### src/rtl/fp_std_sched.sv
// Round-robin scheduler sharing one combinational fp_std unit among NREQ requesters
// through a two-stage {operands -> result} pipeline with valid/ready handshakes.

module fp_std #(
   parameter int unsigned WIDTH = 24
) (
   input  logic [WIDTH-1:0] a,
   input  logic [WIDTH-1:0] b,
   input  logic [2:0]       op,
   output logic [WIDTH-1:0] y
);
   localparam int unsigned MW = WIDTH - 9;

   logic             sl, ss;
   logic [7:0]       el, es, sh, lz;
   logic [MW:0]      ml, ms, ms_al;
   logic [MW-1:0]    norm;
   logic [MW+1:0]    sum;
   logic             a_lt_b;
   logic [WIDTH-1:0] add_y;

   always_comb begin
      // Order operands by magnitude so the subtraction never goes negative.
      if (a[WIDTH-2:0] >= b[WIDTH-2:0]) begin
         sl = a[WIDTH-1]; el = a[WIDTH-2:MW]; ml = {|a[WIDTH-2:MW], a[MW-1:0]};
         ss = b[WIDTH-1]; es = b[WIDTH-2:MW]; ms = {|b[WIDTH-2:MW], b[MW-1:0]};
      end else begin
         sl = b[WIDTH-1]; el = b[WIDTH-2:MW]; ml = {|b[WIDTH-2:MW], b[MW-1:0]};
         ss = a[WIDTH-1]; es = a[WIDTH-2:MW]; ms = {|a[WIDTH-2:MW], a[MW-1:0]};
      end
      sh    = el - es;
      ms_al = (sh > 8'(MW)) ? '0 : ms >> sh;
      sum   = (sl == ss) ? {1'b0, ml} + {1'b0, ms_al} : {1'b0, ml} - {1'b0, ms_al};
      lz    = '0;
      for (int unsigned i = 0; i <= MW; i++) begin
         if (sum[i]) lz = 8'(MW - i);
      end
      norm  = sum[MW-1:0] << lz;
      add_y = '0;
      if (sum == '0)
         add_y = '0;
      else if (sum[MW+1])
         add_y = (el == 8'hFE) ? {sl, 8'hFF, {MW{1'b0}}} : {sl, el + 8'd1, sum[MW:1]};
      else if (el > lz)
         add_y = {sl, el - lz, norm};

      if (a[WIDTH-1] != b[WIDTH-1])
         a_lt_b = a[WIDTH-1];
      else if (!a[WIDTH-1])
         a_lt_b = a[WIDTH-2:0] < b[WIDTH-2:0];
      else
         a_lt_b = a[WIDTH-2:0] > b[WIDTH-2:0];

      case (op)
         3'd0:    y = add_y;
         3'd1:    y = a_lt_b ? b : a;
         3'd2:    y = a_lt_b ? a : b;
         default: y = '0;
      endcase
   end
endmodule

module fp_std_sched #(
   parameter int unsigned WIDTH = 24,
   parameter int unsigned NREQ  = 4,
   localparam int unsigned IDW  = (NREQ > 1) ? $clog2(NREQ) : 1
) (
   input  logic                  core_clock_i,
   input  logic                  core_reset_ni,
   input  logic [NREQ-1:0]       req_valid_i,
   output logic [NREQ-1:0]       req_ready_o,
   input  logic [NREQ*WIDTH-1:0] req_a_i,
   input  logic [NREQ*WIDTH-1:0] req_b_i,
   input  logic [NREQ*3-1:0]     req_op_i,
   output logic                  rsp_valid_o,
   input  logic                  rsp_ready_i,
   output logic [WIDTH-1:0]      rsp_data_o,
   output logic [IDW-1:0]        rsp_id_o,
   output logic                  rsp_err_o,
   output logic                  busy_o
);
   logic             s1_valid, s2_valid;
   logic [WIDTH-1:0] s1_a, s1_b, s2_data, fp_y;
   logic [2:0]       s1_op, op_sel;
   logic [IDW-1:0]   s1_id, s2_id, ptr, gnt_id;
   logic             s1_err, s2_err;
   logic             s1_adv, s2_adv, found;
   logic [NREQ-1:0]  gnt;
   int unsigned      idx;

   assign s2_adv = !s2_valid || rsp_ready_i;
   assign s1_adv = !s1_valid || s2_adv;

   // Reset is folded into the grant so ready stays low while reset is held.
   always_comb begin
      gnt    = '0;
      gnt_id = '0;
      found  = 1'b0;
      idx    = 0;
      for (int unsigned k = 0; k < NREQ; k++) begin
         idx = 32'(ptr) + k;
         if (idx >= NREQ) idx = idx - NREQ;
         if (!found && req_valid_i[idx] && s1_adv && core_reset_ni) begin
            found    = 1'b1;
            gnt[idx] = 1'b1;
            gnt_id   = IDW'(idx);
         end
      end
   end

   assign op_sel = req_op_i[32'(gnt_id)*3 +: 3];

   fp_std #(.WIDTH(WIDTH)) u_fp_std (
      .a  (s1_a),
      .b  (s1_b),
      .op (s1_op),
      .y  (fp_y)
   );

   always_ff @(posedge core_clock_i or negedge core_reset_ni) begin
      if (!core_reset_ni) begin
         s1_valid <= 1'b0;
         s2_valid <= 1'b0;
         ptr      <= '0;
         s1_a     <= '0;
         s1_b     <= '0;
         s1_op    <= '0;
         s1_id    <= '0;
         s1_err   <= 1'b0;
         s2_data  <= '0;
         s2_id    <= '0;
         s2_err   <= 1'b0;
      end else begin
         if (s2_adv) begin
            s2_valid <= s1_valid;
            if (s1_valid) begin
               s2_data <= fp_y;
               s2_id   <= s1_id;
               s2_err  <= s1_err;
            end
         end
         if (s1_adv) begin
            s1_valid <= found;
            if (found) begin
               s1_a   <= req_a_i[32'(gnt_id)*WIDTH +: WIDTH];
               s1_b   <= req_b_i[32'(gnt_id)*WIDTH +: WIDTH];
               s1_op  <= op_sel;
               s1_id  <= gnt_id;
               s1_err <= (op_sel >= 3'd3);
               ptr    <= (gnt_id == IDW'(NREQ - 1)) ? '0 : gnt_id + IDW'(1);
            end
         end
      end
   end

   assign req_ready_o = gnt;
   assign rsp_valid_o = s2_valid;
   assign rsp_data_o  = s2_data;
   assign rsp_id_o    = s2_id;
   assign rsp_err_o   = s2_err;
   assign busy_o      = s1_valid || s2_valid;
endmodule

### config.mk
export PLATFORM = sky130hd
export DESIGN_NAME = fp_std_sched
export DESIGN_NICKNAME = d
export VERILOG_FILES = /design/src/rtl/fp_std_sched.sv
export SDC_FILE = /design/constraint.sdc
export NUM_CORES = 1
export LEC_CHECK = 0
export BUFFER_PORTS_ARGS = -buffer_cell sky130_fd_sc_hd__buf_2
export CORE_MARGIN = 5
export CORE_UTILIZATION = 57
export DETAILED_ROUTE_END_ITERATION = 10
export PLACE_DENSITY = 0.87
export SYNTH_ARGS = -nofsm -noshare
export SYNTH_HDL_FRONTEND = slang
export SYNTH_SLANG_ARGS = --single-unit
### constraint.sdc
create_clock -name core_clock_i -period 17.95 [get_ports core_clock_i]
set_clock_uncertainty 0.05 [all_clocks]
set_input_delay 3.59 -clock core_clock_i [delete_from_list [all_inputs] [get_ports core_clock_i]]
set_output_delay 3.59 -clock core_clock_i [all_outputs]
set_load 0.005 [all_outputs]
# Word level (Yosys, flattened, before mapping)
# Cells that the tools add are included.
dict set report classes {
  n_addsub 13
  mul 2
  magnitude_cmp 18
  eq_ne 6
  n_shift 5
  muxes 66
  n_bitwise 3
  reduce_logical 29
}
# operator n
set ops {}
lappend ops {{96-bit by 8-bit variable part select with 24-bit output} 2}
lappend ops {{32-bit by 1-bit >= comparator with 1-bit output, second input constant} 4}
lappend ops {{32-bit by 3-bit < comparator with 1-bit output, second input constant} 4}
lappend ops {{32-bit 2-to-1 mux} 4}
lappend ops {{24-bit 2-to-1 mux} 5}
lappend ops {{4-bit 2-to-1 mux} 20}
lappend ops {{24-bit case mux with 3 select lines} 1}
lappend ops {{16-bit 2-to-1 mux} 3}
lappend ops {{23-bit >= comparator} 1}
lappend ops {{23-bit greater-than comparator} 1}
lappend ops {{23-bit < comparator} 1}
lappend ops {{23-bit 2-to-1 mux} 1}
lappend ops {{16-bit by 16-bit adder with 17-bit output} 1}
lappend ops {{17-bit zero test} 1}
lappend ops {{17-bit 2-to-1 mux} 1}
lappend ops {{16-bit by 16-bit subtractor with 17-bit output} 1}
lappend ops {{1-bit 2-to-1 mux} 16}
lappend ops {{8-bit 2-to-1 mux} 2}
lappend ops {{8-bit OR reduction} 2}
lappend ops {{16-bit by 8-bit right shift with 16-bit output} 1}
lappend ops {{1-bit logical AND} 15}
lappend ops {{15-bit by 4-bit left shift with 15-bit output} 1}
lappend ops {{4-bit bitwise OR} 3}
lappend ops {{12-bit by 5-bit variable part select with 3-bit output} 1}
lappend ops {{other kinds (27)} 50}
dict set report word_totals {
  reg_bits 85
  in_bits 211
  out_inout_bits 33
  word_cells 153
}

# Logic depth before layout (Yosys ltp)
# Gate-level depths: netlist (run 1).
dict set report depth {
  ltp_word 28
  ltp_mapped 48
  depth_no_buf 42
}

# By module
# Synthesis (run 1) repeated with hierarchy kept, for this count alone.
dict set report hier_totals {
  hier_cells 1308
  area_unflattened_um2 11353.4
}
# module n_inst cells_per_inst area_per_inst_um2 seq_area_each_um2
set by_module_without_submodules {}
lappend by_module_without_submodules {fp_std 1 865 5968.2 0.0}
lappend by_module_without_submodules {fp_std_sched 1 443 5385.2 2127.0}

# Worst setup path before layout (run 1)
# Ideal clock, no wire load.
dict set report synth_timing {
  kind {reg-to-reg}
  startpoint {register s1_b[17]}
  endpoint {register s2_data[1], in the netlist rsp_data_o[1]}
  setup_time_ns 0.067
  arrival_time_ns 10.047
  required_time_ns 17.833
  slack_ns 7.786
  stages_incl_launch_ff 43
  n_path_buf 5
  synth_period_minus_slack_ns 10.164
  path_cell_list {dfrtp_1 inv_1 ha_1 buf_2 and2_4 a221oi_4 o2bb2ai_2 nor3_4 buf_2 a21oi_1 ha_1 clkbuf_1 inv_1 clkbuf_1 mux4_2 nand2_1 a21oi_1 mux2_2 [7 not listed] a21oi_1 nor2_1 o311ai_0 a311oi_1 o31ai_2 buf_2 inv_1 ha_1 fa_1 inv_1 a21o_1 a21oi_1 a41oi_1 nor3_1 nor3_1 nand2_1 nor4b_1 a311o_1}
}
dict set report synth_via {
  elab_chain_len 28
  elab_cells_between_ends 47
  classes_between {add/sub (3); order compare (5); eq/ne (2); shift (2); mux (33); reduce/logical (2)}
}
# element line_no
set synth_rtl {}
lappend synth_rtl {{start, declared} 83} ;# logic [WIDTH-1:0] s1_a, s1_b, s2_data, fp_y;
lappend synth_rtl {{start signal, assigned} 146} ;# s1_b <= req_b_i[32'(gnt_id)*WIDTH +: WIDTH];
lappend synth_rtl {{23-bit >= comparator} 24} ;# if (a[WIDTH-2:0] >= b[WIDTH-2:0]) begin
lappend synth_rtl {{8-bit 2-to-1 mux} 24}
lappend synth_rtl {{8-bit subtractor} 31} ;# sh = el - es;
lappend synth_rtl {{8-bit by 4-bit greater-than comparator with 1-bit output / 16-bit by 8-bit right shift with 16-bit output (equally long branches)} 32} ;# ms_al = (sh > 8'(MW)) ? '0 : ms >> sh;
lappend synth_rtl {{16-bit 2-to-1 mux} 32}
lappend synth_rtl {{16-bit by 16-bit subtractor with 17-bit output / 16-bit by 16-bit adder with 17-bit output (equally long branches)} 33} ;# sum = (sl == ss) ? {1'b0, ml} + {1'b0, ms_al} : {1'b0, ml} - {1'b0, ms_al};
lappend synth_rtl {{17-bit 2-to-1 mux} 33}
lappend synth_rtl {{4-bit 2-to-1 mux (16 in a row)} 36} ;# if (sum[i]) lz = 8'(MW - i);
lappend synth_rtl {{8-bit by 4-bit greater-than comparator with 1-bit output / 15-bit by 4-bit left shift with 15-bit output (equally long branches)} {44, 38}}
lappend synth_rtl {{24-bit 2-to-1 mux} 44} ;# else if (el > lz)
lappend synth_rtl {{24-bit 2-to-1 mux} 42} ;# else if (sum[MW+1])
lappend synth_rtl {{24-bit 2-to-1 mux} 40} ;# if (sum == '0)
lappend synth_rtl {{24-bit case mux with 3 select lines (*)} 54} ;# case (op)
lappend synth_rtl {{end signal, assigned} 137} ;# s2_data <= fp_y;
lappend synth_rtl {{end, declared} 83}
# Mark *: on every way between the ends. The rest lies on a longest branch, timed or not.
# A chain may end at the register's enable or synchronous reset.

# Worst setup path after layout (run 1)
dict set report layout_timing {
  startpoint {register s1_b[15]}
  endpoint {register s2_data[1], in the netlist rsp_data_o[1]}
}
# Same word-level chain as after synthesis.

==> results of run 1 <==
## cell type report
type,count,share of cell area
Antenna cell,1,0.000204
Clock buffer,10,0.0187
Clock inverter,6,0.00377
Inverter,63,0.0193
Multi-Input combinational cell,1287,0.652
Sequential cell,85,0.173
Tap cell,234,0.0239
Timing Repair Buffer,259,0.109
## placed cells by master, fill, tap and decap left out, drive strengths merged, types with 5 or more instances in the layout
cell    count
mux2       20
nand2     245
ha         58
a21boi      9
mux2i      44
o221ai      5
a211oi     19
o311ai     13
and2        9
nor2b      13
a22oi      29
mux4       13
or2         8
a211o       7
xor2        8
o31ai      13
nor3       23
a21o       16
or3         7
o21a        6
buf       259
or4         6
nand3      78
o21ai     166
a31oi      15
xnor2      20
clkbuf     10
nor3b       5
a21oi      78
o211ai     24
nor4       13
nand4      13
inv        65
nand2b      8
and3        8
dfrtp      85
nor2      226
## registers in the layout (all words and copies together), names as in the netlist
signal,cells
ptr,2
rsp_valid_o,1
rsp_data_o,24
s1_b,24
s1_err,1
s1_id,2
s1_a,24
s1_valid,1
s1_op,3
rsp_id_o,2
rsp_err_o,1
## per-stage QoR
step,worst slack (ns),instances,hold slack (ns)
final,6.03,1945,0.459
after global routing,5.00,1945,0.484
after CTS,6.27,1944,0.453
after detailed placement,6.31,1928,0.433
after global placement,6.88,1928,0.416
after floorplan,7.79,1529,0.393
## kinds of logic after synthesis
logic type                 share of synthesized area
AOI/OAI and AO/OA                              0.277
xor gates and xnor gates                      0.0229
adders and majority gates                     0.0716
buffers and inverters                         0.0575
DFF                                            0.199
muxes                                         0.0896
and+or+nand+nor                                0.283
## Yosys cell counts, types with 5 or more instances
master    count  share of area
a22oi_1      29          0.020
nor3b_1       5         0.0035
a211oi_1     16          0.011
a21o_1       16          0.011
inv_1        63          0.022
a21boi_0      7         0.0049
nand2b_1      8         0.0047
a31oi_1      15         0.0088
nor2_1      225          0.079
mux4_2       13          0.027
a21oi_1      78          0.036
dfrtp_1      85           0.20
mux2_2       20          0.021
and2_1        8         0.0047
or3_1         7         0.0041
or2_2         8         0.0047
o21ai_1       7         0.0033
o21ai_0     158          0.074
o31ai_1      11         0.0077
mux2i_1      44          0.041
nor3_1       22          0.010
o221ai_1      5         0.0041
nand3_1      77          0.036
o21a_1        5         0.0035
buf_2         9         0.0042
nand4_1      12         0.0070
nor4_1        9         0.0053
nor2b_1      13         0.0076
nand2_1     243          0.085
o311ai_1     10         0.0082
xor2_1        8         0.0065
xnor2_1      20          0.016
o211ai_1     23          0.016
buf_1         6         0.0021
a211o_1       7         0.0057
or4_1         5         0.0035
ha_1         58          0.068
clkbuf_1     76          0.027
and3_1        8         0.0047
## worst max path at each step
stage / startpoint / to / cells past startpoint
2_1_floorplan: s1_b[17]$_DFFE_PN0P_ / rsp_data_o[1]$_DFFE_PN0P_ / 42
3_3_place_gp: s1_b[15]$_DFFE_PN0P_ / rsp_data_o[1]$_DFFE_PN0P_ / 39
3_5_place_dp: s1_b[15]$_DFFE_PN0P_ / rsp_data_o[1]$_DFFE_PN0P_ / 41
4_1_cts: s1_b[15]$_DFFE_PN0P_ / rsp_data_o[1]$_DFFE_PN0P_ / 41
5_1_grt: s1_b[15]$_DFFE_PN0P_ / rsp_data_o[1]$_DFFE_PN0P_ / 41
6_report: s1_b[15]$_DFFE_PN0P_ / rsp_data_o[1]$_DFFE_PN0P_ / 39
## worst max-delay path: cells and delay by family, from the launching register on
family,cells,cell delay (ns)
buf+inv,3,0.55
flops,1,0.43
fa+ha+maj,5,2.14
simple gates,13,3.20
compound gates,18,5.40
## routing by layer
metal	wire (µm)	part of all wire	GRT usage	up-vias
li1	-	-	-	5858
met1	14800	0.40	0.442	5639
met2	17000	0.46	0.539	683
met3	3080	0.084	0.0435	121
met4	1730	0.047	0.149	0
met5	0	0	0	-
==> flow_summary.toml, run 1 <==
[synth]
ys_types = 96
synth_fp_nets = 1800
netlist_instances = 1529
yosysSeqAreaShare = 0.199
yosys_warnings = 0
synth-seq-cells = 85
synth_edf_count = 0
avgSynthCellArea_um2 = 7.00
synthFlopType = "dfrtp_1"
ys_async_sr_fraction = 1.00
syn-cell-area_mm2 = 0.0107

[worst_setup_path]
path_max_fanout = 20
crit_path_top_delay_cell = "o311ai_0"
rrSetupSlack_ns = 6.03
max_stage_delay_ns = 0.92
worstSetupStartpointType = "flip-flop"
reg2reg_from = "s1_b[15]$_DFFE_PN0P_"
reg2reg_depth = 39
cp-end-kind = "flip-flop"
crit_required_ns = 18.13
crit_type = "flip-flop to flip-flop"
cp.arrival_ns = 12.10
r2r-end = "rsp_data_o[1]$_DFFE_PN0P_"

[sta]
slew_headroom = 0.234
drv_slew = 0
setup_viol = 0
rsz0062_at_grt = "false"
period_share = 0.664
fmax_ghz = 0.0839
worstMarginPinSlew_ns = 1.14
period_needed_ns = 11.92
finalHoldViolCount = 0
final.setup.tns_ns = 0

[global_route]
antenna_found_initial = 1
grt_pass1_vias = 11600
track_usage = 0.331
grt_pass1_wl_um = 59100
overflow = 0
grt_max_degree = 106

[cells_and_area]
multi_input_area_mm2 = 0.00800
utilization = 0.661
nets = 1976
final_area_mm2 = 0.0123
layout.area.seq_mm2 = 0.00213
syn2layout_area_growth_pct = 14.7
fillers = 1605
drive_gt1_frac = 0.205

[floorplanning]
dieArea_mm2 = 0.0216
num_rows = 50
core_area_mm2 = 0.0186
start_util = 0.576
io_pins = 244
die_w_um = 147
die_y_um = 147

[placed_design]
io_buffers = 243
place_hpwl_um = 28900
placed_cell_area_mm2 = 0.0120
gp_congestion = 0.959

[routing]
routed-via-count = 12300
dr.first_iter.drc_count = 1253
wl_um = 36700
viasPerCell = 6.32
wl_per_cell_um = 18.9
drc = 0
antenna_violating_nets_post_route = 0
drt-pass1-iter-count = 6

[hold_path]
hold_path.class = "flip-flop to flip-flop"
min_from = "rsp_data_o[16]$_DFFE_PN0P_"
hold_end = "rsp_data_o[16]$_DFFE_PN0P_"
hold_depth = 2

[clock_network]
cts_max_path_buffers = 2
htreeDepth = 3
cts_tree = "built"
root_buffer = "clkbuf_16"
clock_latency_ns = 0.34
clk_pin_slew_ns = 0.07
numCtsBuffers = 9
numClockSinks = 85
cts-resized-gates = 0
cts_setup_buffers = 0
hold_buffers = 0

[outcome]
status = "completed"

[flow_run]
max_cap_violations = 0
Power of run 1 is not shown: default switching activity piles up to over one toggle a cycle in this logic, so the estimate is an artifact.
==> inputs of run 2 (changes only) <==
Settings changed: CORE_UTILIZATION 57 to 51, PLACE_DENSITY 0.87 to 0.82.
Clock period 17.95 ns to 10.26 ns, I/O delays scaled along.
==> run 2 against run 1 <==
Non-clock buffer count rose by 37. Wire length rose by 6.0%. Die area rose by 11%. Critical path depth rose by 1. Utilization fell by 4.9 points. Largest cell class unchanged. Highest routed layer unchanged.
==> flow_summary.toml, run 2 (synthesized netlist as in run 1, its figures left out) <==
[outcome]
status = "completed"

[flow_run]
max_cap_violations = 0

[routing]
routed-via-count = 12600
dr.first_iter.drc_count = 1053
drt-pass1-iter-count = 8
wl_um = 38900
antenna_violating_nets_post_route = 0
viasPerCell = 6.20
wl_per_cell_um = 19.2
drc = 0

[placed_design]
gp_congestion = 1.07
place_hpwl_um = 30700
io_buffers = 243
placed_cell_area_mm2 = 0.0123

[worst_setup_path]
crit_required_ns = 10.51
crit_type = "flip-flop to flip-flop"
cp-end-kind = "flip-flop"
endpoint = "rsp_data_o[1]$_DFFE_PN0P_"
cp.arrival_ns = 9.91
crit_start = "s1_b[16]$_DFFE_PN0P_"
path_max_fanout = 10
r2r-end = "rsp_data_o[1]$_DFFE_PN0P_"
worstSetupStartpointType = "flip-flop"
crit_path_top_delay_cell = "mux4_2"
rrSetupSlack_ns = 0.59
reg2reg_from = "s1_b[16]$_DFFE_PN0P_"
reg2reg_depth = 40
max_stage_delay_ns = 0.55

[clock_network]
numCtsBuffers = 9
htreeDepth = 3
numClockSinks = 85
cts_tree = "built"
cts_max_path_buffers = 2
clock_latency_ns = 0.35
root_buffer = "clkbuf_16"
clk_pin_slew_ns = 0.08
hold_buffers = 0

[floorplanning]
core_area_mm2 = 0.0208
start_util = 0.514
io_pins = 244
die_y_um = 155
num_rows = 53
dieArea_mm2 = 0.0240
die_w_um = 155

[global_route]
grt_pass1_vias = 11600
grt_pass1_wl_um = 60100
antenna_found_initial = 3
overflow = 0
grt_max_degree = 105
track_usage = 0.311

[sta]
finalHoldViolCount = 0
slew_headroom = 0.279
period_needed_ns = 9.67
setup_viol = 0
period_share = 0.942
drv_slew = 0
worstMarginPinSlew_ns = 1.07
fmax_ghz = 0.103

[hold_path]
hold_path.class = "flip-flop to flip-flop"
hold_depth = 2

[cells_and_area]
layout_common_cells = "243 x nand2_1, 242 x buf_2, 222 x nor2_1, 158 x o21ai_0, 85 x dfrtp_1"
nets = 2013
syn2layout_area_growth_pct = 18.9
drive_gt1_frac = 0.225
final_area_mm2 = 0.0127
final_common_cell = "nand2_1"
[run 2: changes by cell type in the layout (fill, tap and decap cells not counted), sizes merged]
cell / previous run / this run
clkinvlp: 1 / 0
clkinv: 3 / 1
bufinv: 0 / 3
buf: 259 / 296
diode: 1 / 2
[run 2: area by class of cell]
class	count	area (µm²)
fill	1942	8100
timing repair buffer	296	1620
inverter	63	236
clock inverter	6	119
multi-input combinational	1287	8050
clock buffer	10	229
tap	275	344
sequential	85	2130
antenna	2	5.00
[run 2: stage by stage]
stage | util | setup TNS (ns) | worst slack [ns] | std cells | hold slack [ns]
floorplan | - | 0 | 0.0957 | 1529 | 0.393
global placement | 0.590 | 0 | 0.648 | 2001 | 0.408
detailed placement | 0.590 | 0 | 0.357 | 2001 | 0.425
CTS | 0.607 | 0 | 0.322 | 2017 | 0.442
global route | 0.611 | -0.0131 | -0.0131 | 2024 | 0.478
finish | 0.611 | 0 | 0.593 | 2024 | 0.446
[run 2: worst min path at each step]
| stage | start | end | slack [ns] |
|---|---|---|---|
| 2_1_floorplan | s1_id[1]$_DFFE_PN0P_ | s1_id[1]$_DFFE_PN0P_ | 0.39 |
| 3_3_place_gp | s1_id[1]$_DFFE_PN0P_ | s1_id[1]$_DFFE_PN0P_ | 0.41 |
| 3_5_place_dp | s1_id[1]$_DFFE_PN0P_ | s1_id[1]$_DFFE_PN0P_ | 0.43 |
| 4_1_cts | s1_id[1]$_DFFE_PN0P_ | s1_id[1]$_DFFE_PN0P_ | 0.44 |
| 5_1_grt | rsp_data_o[10]$_DFFE_PN0P_ | rsp_data_o[10]$_DFFE_PN0P_ | 0.48 |
| 6_report | s1_id[1]$_DFFE_PN0P_ | s1_id[1]$_DFFE_PN0P_ | 0.45 |
[run 2: worst max-delay path: cells and delay by family (launching register included)]
| family | cells | cell delay [ns] |
|---|---|---|
| muxes | 3 | 0.97 |
| adders and majority gates | 6 | 2.11 |
| AOI/OAI and AO/OA | 15 | 3.01 |
| and+or+nand+nor | 12 | 2.43 |
| DFF | 1 | 0.49 |
| buffers and inverters | 4 | 0.55 |
[run 2: metal layers]
metal	vias up	wire, µm	track usage	share of wire
met5	-	0	0	0
met4	0	1790	0.134	0.046
met3	128	3280	0.0478	0.084
met2	664	18200	0.517	0.47
met1	5824	15600	0.403	0.40
li1	5939	-	-	-
[run 2: repair_timing]
action / CTS / global route
setup endpoints to repair: 0 / 23
gates resized for setup: 0 / 9
buffers inserted: 0 / 5
Power of run 2 is left out for the same reason.
==> inputs of run 3 (changes only) <==
--- a/config.mk
+++ b/config.mk
@@ -8,2 +8,3 @@
 export BUFFER_PORTS_ARGS = -buffer_cell sky130_fd_sc_hd__buf_2
+export CAP_MARGIN = 20
 export CORE_MARGIN = 5
==> constraint.sdc (replaced) <==
create_clock -name core_clock_i -period 10.26 [get_ports core_clock_i]
set_clock_uncertainty 0.05 [all_clocks]
set_input_delay 1.539 -clock core_clock_i [delete_from_list [all_inputs] [get_ports core_clock_i]]
set_output_delay 1.539 -clock core_clock_i [all_outputs]
set_load 0.005 [all_outputs]
==> run 3 against run 2 <==
Critical path depth decreased by 3. Via count increased by 0.18%. Sequential share of layout area about the same. Critical endpoint unchanged. Fmax decreased by 0.13%. Count of clock-buffer cells in the layout unchanged. First-iteration DRC count decreased by 3.1%. Final area about the same. Global-route usage unchanged. Flip-flop and latch count unchanged. Critical path type unchanged. Setup slack got worse by 0.012 ns. Wire length increased by 0.21%.
==> flow_summary.toml, run 3 (synthesized netlist as in run 1, its figures left out) <==
[outcome]
status = "completed"

[worst_setup_path]
path_delay_family = "compound AO/OA/AOI/OAI gates"
crit_required_ns = 10.51
cp-end-kind = "flip-flop"
crit_path_top_delay_cell = "mux4_2"
max_stage_delay_ns = 0.58
worstSetupStartpointType = "flip-flop"
path_max_fanout = 10
path_buf_inv = 5
crit_type = "flip-flop to flip-flop"
cp.arrival_ns = 9.93
crit_top_cell = "inv_1"

[floorplanning]
core_area_mm2 = 0.0208
start_util = 0.514
num_rows = 53
die_y_um = 155
io_pins = 244
die_w_um = 155
dieArea_mm2 = 0.0240

[sta]
slew_headroom = 0.312
worstMarginPinSlew_ns = 1.03
setup_viol = 0
final.setup.tns_ns = 0
fmax_ghz = 0.103
drv_slew = 0
period_needed_ns = 9.68
period_share = 0.943
finalHoldViolCount = 0

[global_route]
track_usage = 0.311
antenna_found_initial = 3
grtUsageMet2 = 0.517
grt_pass1_vias = 11600
use_met1 = 0.403
grt_pass1_wl_um = 60100
top_usage_layer = "met2"
grt_max_degree = 105
overflow = 0
met3_usage = 0.0478

[routing]
dr.first_iter.drc_count = 1020
wl_um = 39000
antenna_violating_nets_post_route = 0
drc = 0
drt-pass1-iter-count = 6
wl_per_cell_um = 19.2
viasPerCell = 6.21
routed-via-count = 12600

[clock_network]
numCtsBuffers = 9
htreeDepth = 3
clk_pin_slew_ns = 0.08
root_buffer = "clkbuf_16"
clock_latency_ns = 0.35
numClockSinks = 85
cts_max_path_buffers = 2
cts_tree = "built"

[cells_and_area]
drive_gt1_frac = 0.225
layout_common_cells = "243 x nand2_1, 242 x buf_2, 222 x nor2_1, 158 x o21ai_0, 85 x dfrtp_1"
nets = 2014
fillers = 1941
final_area_mm2 = 0.0127
final_common_cell = "nand2_1"
final_cells = 2025
syn2layout_area_growth_pct = 19.0

[placed_design]
io_buffers = 243
placed_cell_area_mm2 = 0.0123
gp_congestion = 1.07
dp.cells = 2001
place_hpwl_um = 30700

[hold_path]
hold_path.class = "flip-flop to flip-flop"

[flow_run]
max_cap_violations = 0
run 3: path summary, 6_finish.rpt:
| kind | startpoint | end | slack, ns | depth (start not counted) |
|---|---|---|---|---|
| max in group asynchronous | core_reset_ni | s1_a[18]$_DFFE_PN0P_ | 7.98 | 2 |
| hold / removal | s1_id[1]$_DFFE_PN0P_ | s1_id[1]$_DFFE_PN0P_ | 0.44 | 2 |
| hold reg to reg | s1_id[1]$_DFFE_PN0P_ | s1_id[1]$_DFFE_PN0P_ | 0.44 | 2 |
| min in group asynchronous | core_reset_ni | rsp_data_o[5]$_DFFE_PN0P_ | 0.99 | 1 |
| setup reg to reg | s1_b[16]$_DFFE_PN0P_ | rsp_data_o[1]$_DFFE_PN0P_ | 0.58 | 37 |
| setup / recovery | s1_b[16]$_DFFE_PN0P_ | rsp_data_o[1]$_DFFE_PN0P_ | 0.58 | 37 |
run 3: metal layers:
metal | up-vias | routed length (µm)
met2 | 694 | 18100
met5 | - | 0
li1 | 5946 | -
met4 | 0 | 1850
met3 | 142 | 3410
met1 | 5796 | 15600
run 3: worst min-delay path, stage by stage (launching register included):
cell	delay, ns
dfrtp_1	0.35
nand2_1	0.05
nand2_1	0.05
run 3: stage by stage:
stage          utilization  hold WS (ns)  setup slack, ns
2_1_floorplan            -         0.393           0.0957
3_3_place_gp         0.590         0.408            0.648
3_5_place_dp         0.590         0.425            0.357
4_1_cts              0.607         0.442            0.322
5_1_grt              0.611         0.478          -0.0131
6_report             0.611         0.440            0.581
run 3: what timing repair did:
item	CTS	global route
resized for setup	0	9
setup buffers	0	5
hold buffers	0	0
setup endpoints to repair	0	23
run 3: layout make-up:
cell class                 instances  area (µm²)  area share
antenna                            2        5.00    0.000393
clock buffer                      10         229      0.0180
clock inverter                     6         119     0.00934
inverter                          63         236      0.0186
multi-input combinational       1287        8050       0.632
sequential                        85        2130       0.167
tap                              275         344      0.0270
timing repair buffer             297        1620       0.127
Power of run 3 is left out for the same reason.
